**src/rtl/wb_stage_pipe.sv**
```systemverilog
// Registered MEM/WB stage: one-entry valid/ready register, sub-word load extension, write-back mux.
// Optional retire counter is enabled by defining RETIRE_CNT_EN.
module wb_stage_pipe #(
    parameter int XLEN   = 32,
    parameter int REG_AW = 5,
    parameter int CNT_W  = 32
) (
    input  logic              clk,
    input  logic              rstn,
    input  logic              valid_MEM,
    output logic              ready_MEM,
    input  logic              regwrite_MEM,
    input  logic [2:0]        wbsel_MEM,
    input  logic [REG_AW-1:0] rd_MEM,
    input  logic [2:0]        funct3_MEM,
    input  logic [1:0]        addrlo_MEM,
    input  logic [XLEN-1:0]   aluout_MEM,
    input  logic [XLEN-1:0]   rdata_MEM,
    input  logic [XLEN-1:0]   immext_MEM,
    input  logic [XLEN-1:0]   pcimmaui_MEM,
    input  logic [XLEN-1:0]   pcnext_MEM,
    input  logic              flush_WB,
    input  logic              wb_ready,
    output logic              valid_WB,
    output logic              regwrite_WB,
    output logic [REG_AW-1:0] rd_WB,
    output logic [XLEN-1:0]   wbout_WB,
    output logic [CNT_W-1:0]  retire_cnt
);

    logic              valid_q, valid_d;
    logic              regwrite_q, regwrite_d;
    logic [2:0]        wbsel_q, wbsel_d;
    logic [REG_AW-1:0] rd_q, rd_d;
    logic [XLEN-1:0]   aluout_q, aluout_d;
    logic [XLEN-1:0]   ldext_q, ldext_d;
    logic [XLEN-1:0]   immext_q, immext_d;
    logic [XLEN-1:0]   pcimm_q, pcimm_d;
    logic [XLEN-1:0]   pcnext_q, pcnext_d;

    logic       accept;
    logic       retire;
    logic [7:0] byte_sel;
    logic [15:0] half_sel;
    logic [XLEN-1:0] ldext_calc;

    assign ready_MEM = !valid_q || wb_ready;
    assign accept    = valid_MEM && ready_MEM && !flush_WB;
    assign retire    = valid_q && wb_ready;

    // Halfword lane ignores addrlo[0]; misaligned halves are not realigned here.
    always_comb begin
        byte_sel   = 8'h00;
        half_sel   = addrlo_MEM[1] ? rdata_MEM[31:16] : rdata_MEM[15:0];
        ldext_calc = rdata_MEM;
        case (addrlo_MEM)
            2'd0:    byte_sel = rdata_MEM[7:0];
            2'd1:    byte_sel = rdata_MEM[15:8];
            2'd2:    byte_sel = rdata_MEM[23:16];
            default: byte_sel = rdata_MEM[31:24];
        endcase
        case (funct3_MEM)
            3'd0:    ldext_calc = {{24{byte_sel[7]}}, byte_sel};
            3'd1:    ldext_calc = {{16{half_sel[15]}}, half_sel};
            3'd4:    ldext_calc = {24'h000000, byte_sel};
            3'd5:    ldext_calc = {16'h0000, half_sel};
            default: ldext_calc = rdata_MEM;
        endcase
    end

    always_comb begin
        valid_d    = valid_q;
        regwrite_d = regwrite_q;
        wbsel_d    = wbsel_q;
        rd_d       = rd_q;
        aluout_d   = aluout_q;
        ldext_d    = ldext_q;
        immext_d   = immext_q;
        pcimm_d    = pcimm_q;
        pcnext_d   = pcnext_q;
        // Flush only kills validity; payload fields may stay stale.
        if (flush_WB) begin
            valid_d = 1'b0;
        end else if (accept) begin
            valid_d = 1'b1;
        end else if (retire) begin
            valid_d = 1'b0;
        end
        if (accept) begin
            regwrite_d = regwrite_MEM;
            wbsel_d    = wbsel_MEM;
            rd_d       = rd_MEM;
            aluout_d   = aluout_MEM;
            ldext_d    = ldext_calc;
            immext_d   = immext_MEM;
            pcimm_d    = pcimmaui_MEM;
            pcnext_d   = pcnext_MEM;
        end
    end

    always_ff @(posedge clk or negedge rstn) begin
        if (!rstn) begin
            valid_q    <= 1'b0;
            regwrite_q <= 1'b0;
            wbsel_q    <= 3'd0;
            rd_q       <= '0;
            aluout_q   <= '0;
            ldext_q    <= '0;
            immext_q   <= '0;
            pcimm_q    <= '0;
            pcnext_q   <= '0;
        end else begin
            valid_q    <= valid_d;
            regwrite_q <= regwrite_d;
            wbsel_q    <= wbsel_d;
            rd_q       <= rd_d;
            aluout_q   <= aluout_d;
            ldext_q    <= ldext_d;
            immext_q   <= immext_d;
            pcimm_q    <= pcimm_d;
            pcnext_q   <= pcnext_d;
        end
    end

    always_comb begin
        wbout_WB = '0;
        case (wbsel_q)
            3'd0:    wbout_WB = aluout_q;
            3'd1:    wbout_WB = ldext_q;
            3'd2:    wbout_WB = immext_q;
            3'd3:    wbout_WB = pcimm_q;
            3'd4:    wbout_WB = pcnext_q;
            default: wbout_WB = '0;
        endcase
    end

    assign valid_WB    = valid_q;
    assign rd_WB       = rd_q;
    assign regwrite_WB = valid_q && regwrite_q && (rd_q != '0);

`ifdef RETIRE_CNT_EN
    logic [CNT_W-1:0] cnt_q, cnt_d;

    always_comb begin
        cnt_d = cnt_q;
        if (retire) begin
            cnt_d = cnt_q + CNT_W'(1);
        end
    end

    always_ff @(posedge clk or negedge rstn) begin
        if (!rstn) begin
            cnt_q <= '0;
        end else begin
            cnt_q <= cnt_d;
        end
    end

    assign retire_cnt = cnt_q;
`else
    assign retire_cnt = {CNT_W{1'b0}};
`endif

endmodule

```
**config.mk**
```make
export PLATFORM = sky130hd
export DESIGN_NAME = wb_stage_pipe
export DESIGN_NICKNAME = d
export VERILOG_FILES = /design/src/rtl/wb_stage_pipe.sv
export SDC_FILE = /design/constraint.sdc
export NUM_CORES = 1
export LEC_CHECK = 0
export CORE_ASPECT_RATIO = 0.75
export CORE_MARGIN = 2
export CORE_UTILIZATION = 53
export CTS_BUF_LIST = sky130_fd_sc_hd__clkbuf_8
export CTS_CLUSTER_SIZE = 14
export DETAILED_ROUTE_END_ITERATION = 8
export GPL_TIMING_DRIVEN = 0
export PLACE_DENSITY_LB_ADDON = 0.25
export SYNTH_ARGS = -nofsm -noshare
export SYNTH_HDL_FRONTEND = slang
export SYNTH_SLANG_ARGS = --single-unit
```
**constraint.sdc**
```tcl
create_clock -name clk -period 4 [get_ports clk]
set_clock_uncertainty 0.05 [all_clocks]
set_input_delay 0.4 -clock clk [delete_from_list [all_inputs] [get_ports clk]]
set_output_delay 0.4 -clock clk [all_outputs]
set_load 0.005 [all_outputs]
```
== After elaboration in Yosys (flattened, before gate mapping) ==
Cells that the tools add are included.

* Equality and inequality tests: 9
* Multiplexer cells: 7
* Reductions and logical operators: 13

{| class="wikitable"
|+ Operators with widths
! kind !! number
|-
| $pmux W32 S5 || 1
|-
| $pmux W32 S4 || 1
|-
| $pmux W8 S3 || 1
|-
| $mux W16 || 1
|-
| $eq A3 B3 Y1 const B || 3
|-
| $eq A3 B1 Y1 const B || 2
|-
| $eq A3 B2 Y1 const B || 2
|-
| $logic_not A3 Y1 || 2
|-
| $logic_and A1 B1 Y1 || 5
|-
| $reduce_bool A5 Y1 || 1
|-
| $mux W1 || 3
|-
| $reduce_bool A3 Y1 || 1
|-
| $eq A2 B1 Y1 const B || 1
|-
| $eq A2 B2 Y1 const B || 1
|-
| $logic_not A1 Y1 || 2
|-
| $logic_not A2 Y1 || 1
|-
| $logic_or A1 B1 Y1 || 1
|}

* Register bits after elaboration: 170
* Bits of input ports: 179
* Logic and storage cells: 38

== Logic depth before layout (Yosys ltp) ==
* Depth after elaboration: 6
* Depth in mapped cells: 8
* Mapped depth without buffers: 4

== Least setup slack after synthesis ==
No wires, ideal clock.

* Kind: register to output
* From: reg wbsel_q[0]
* To: out wbout_WB[21]
* Arrival time: 1.402 ns
* Path slack: 2.148 ns
* Stages on the path, launching flop included: 6
* Buffers on the path: 2
* Cells stage by stage: dfrtp_1 > buf_2 > buf_1 > mux2_2 > a22oi_1 > o22ai_1

* Longest elaborated chain between the ends: 2
* Elaborated cells on any way between the ends: 6
* Classes of those cells: eq/ne: 4; mux: 1; reduce/logical: 1

{| class="wikitable"
|+ Ends and longest elaborated chain
! item !! RTL line !! source
|-
| start, declared || 33 || <nowiki>logic [2:0] wbsel_q, wbsel_d;</nowiki>
|-
| start signal, assigned || 115 || <nowiki>wbsel_q <= wbsel_d;</nowiki>
|-
| $eq A3 B3 Y1 (tied with other cells) || 127 || <nowiki>case (wbsel_q)</nowiki>
|-
| $pmux W32 S5 (*) || 127 ||
|-
| end, declared || 27 || <nowiki>output logic [XLEN-1:0] wbout_WB,</nowiki>
|}

Mark *: on every way between the ends. The rest lies on a longest branch, timed or not.

== Worst setup path in the final report ==
* From: reg wbsel_q[0]
* To: out wbout_WB[25]

The elaborated chain is that of the path after synthesis.

==> results <==
## sequential cells by signal (all words and copies together), names as in the netlist
register and count:
rd_WB 5, pcimm_q 32, regwrite_q 1, wbsel_q 3, valid_WB 1, ldext_q 32
immext_q 32, pcnext_q 32, aluout_q 32
## final timing paths
check | end | slack (ns) | depth (start not counted)
max | wbout_WB[25] | 0.35 | 6
min in group clk | pcimm_q[27]$_DFFE_PN0P_ | 0.40 | 3
max reg2reg | immext_q[30]$_DFFE_PN0P_ | 1.79 | 7
max in group asynchronous | pcnext_q[18]$_DFFE_PN0P_ | 2.60 | 3
min reg2reg | immext_q[4]$_DFFE_PN0P_ | 0.43 | 2
min | aluout_q[28]$_DFFE_PN0P_ | 0.39 | 2
## critical path: stages (launching register included)
cell and delay (ns):
dfrtp_1 0.37, buf_2 0.23, nor2_1 0.67, clkbuf_1 0.52
a22oi_1 0.20, o22ai_1 0.22, clkdlybuf4s50_1 0.53
## per-layer routing
metal	track usage [%]	wire length [microns]
met1	44.12	11210
met2	45.67	11520
met3	8.160	2817
met4	11.01	641
met5	0	12
## report_power, final
group          internal, mW  switching, mW  leakage, nW  total, mW
clock                 0.682          0.649        0.220       1.33
combinational         0.691          0.662         3.16       1.35
sequential             1.98          0.179         2.09       2.16
total                  3.36           1.49         5.47       4.85
## logic make-up (layout without fill, tap and decap cells)
kind of cell	count (synthesis)	count (layout)	synth area share [%]
buf+inv	110	361	6.975
simple gates	463	463	21.70
other cells	1	34	0.04392
compound gates	179	179	14.86
flops	170	170	49.82
mux	49	49	6.594
## cell type report
class	count	area, sq um	area share (%)
Buffer	105	576.8	4.984
Sequential cell	170	4254	36.76
Timing Repair Buffer	219	2215	19.14
Inverter	5	18.77	0.1622
Clock buffer	17	234.0	2.022
Multi-Input combinational cell	723	3805	32.88
Antenna cell	2	5.005	0.04324
Clock inverter	15	202.7	1.751
Tap cell	210	262.8	2.270
## synth_stat cells, types with 2 or more instances
| master | instances |
|---|---|
| nand2_1 | 420 |
| dfrtp_1 | 170 |
| a22oi_1 | 62 |
| mux2_2 | 38 |
| clkbuf_1 | 36 |
| buf_4 | 34 |
| buf_2 | 32 |
| o22ai_1 | 31 |
| a21oi_1 | 25 |
| o211ai_1 | 16 |
| nor2_1 | 12 |
| nor3b_1 | 10 |
| o21ai_2 | 10 |
| mux2i_1 | 9 |
| o21ai_0 | 9 |
| nor3_1 | 8 |
| a211o_1 | 7 |
| a211oi_1 | 7 |
| a2bb2oi_1 | 7 |
| inv_1 | 5 |
| nor2b_1 | 3 |
| buf_6 | 2 |
| mux4_2 | 2 |
| nand2b_1 | 2 |
## cell usage in the layout (no fill, tap or decap), drive strengths merged, types with 4 or more instances in the layout
master / n
nand2: 420
clkdlybuf4s50: 216
dfrtp: 170
buf: 71
a22oi: 62
clkbuf: 53
mux2: 38
conb: 32
o22ai: 31
a21oi: 25
o21ai: 19
o211ai: 16
nor2: 13
nor3b: 10
mux2i: 9
nor3: 9
inv: 8
a211oi: 8
a211o: 7
a2bb2oi: 7
clkinv: 6
bufinv: 4
nor2b: 4
==> impl_metrics.toml <==
[worst_setup_path]
worstSetupStartpoint = "wbsel_q[0]$_DFFE_PN0P_"
worstReg2RegStart = "valid_WB$_DFFE_PN0P_"
crit_path_end_kind = "output port"
cp.required_ns = 3.55
cp-start-kind = "flip-flop"
cp_max_fo = 10
worstSetupPathType = "flip-flop to output port"
cp.arrival_ns = 3.20

[sta]
grt_setup_unrepaired = "false"
setup_viol = 0
hold_violations = 0
worstMarginPinSlew_ns = 0.8215
clock.fmax_mhz = 273.6
worst_slack_ns = 0.3451
period_needed_ns = 3.655
timing.slew.headroom_pct = 45.03
hold_ws_ns = 0.3892
drv_slew = 0
tns_ns = 0
period_share_pct = 91.37

[global_route]
antenna_found_initial = 2
grtUsageTotal_pct = 30.86
grt_max_degree = 111
grt.overflow.total = 0
grt_pass1_wl_microns = 40300
grt_pass1_vias = 7604

[clocking]
cts_root_buf = "clkbuf_8"
clock_latency_ns = 0.45
ctsHoldBuffers = 1
clk_path_buf_depth = 2
cts_buffers = 17
postCtsSetupBuffers = 0
cts_resized = 0
cts.clk_slew.worst_paths_ns = 0.10
cts_tree = "done"
htreeDepth = 4
cts_num_sinks = 170

[worst_hold_path]
min-delay-path-class = "primary input to async pin"

[route]
drtIter0Drc = 700
route.vias.total = 8008
wire_per_inst_microns = 17.87
totalWireLength_microns = 26200
antenna_left = 0
drc = 0
vias_per_cell = 5.462
firstDrtPassIters = 6

[logic_synthesis]
synthArstFlopShare_pct = 100.0
yosys.cell_types.count = 39
ys_ff_latch = 170
yosysWarningCount = 0
synth_enable_flop_cells = 0
syn_area_sq_um = 8538
synth_ff_type = "dfrtp_1"
netlist.area_leader.share_pct = 49.82
ys_top_cells_by_area = "dfrtp_1, nand2_1, a22oi_1"
syn_avg_cell_area_sq_um = 8.784
synth_cells = 972
yosysTopAreaCell = "dfrtp_1"
ys_seq_area_share_pct = 49.82

[final_layout]
final_util_pct = 72.95
nets = 1420
fin_area_sq_um = 11570
fillers = 1234
syn2layout_area_growth_pct = 35.55
final_cells = 1466
drive_above_1_share_pct = 12.44

[floorplanning]
die_area_sq_um = 17150
fp.dieH_microns = 113.9
row_count = 40
core-area_sq_um = 15870
num_io_pins = 251
chipWidth_microns = 150.6
start_util_pct = 53.82

[place]
place.gp.congestion = 0.9252
dp_slack_ns = 0.9411
place_area_sq_um = 11120
dp_cells = 1431
io_buffer_count = 217
dpl.hpwl_microns = 19640

[run]
max_cap_violations = 0

[power]
power_density_nw_per_um2 = 418.9
peakVddDrop_uv = 233.6
power_mw = 4.848
p_leak_nw = 5.466

[status]
status = "finished, final reports clean"
Note: power is estimated with default switching activity, not from simulation.
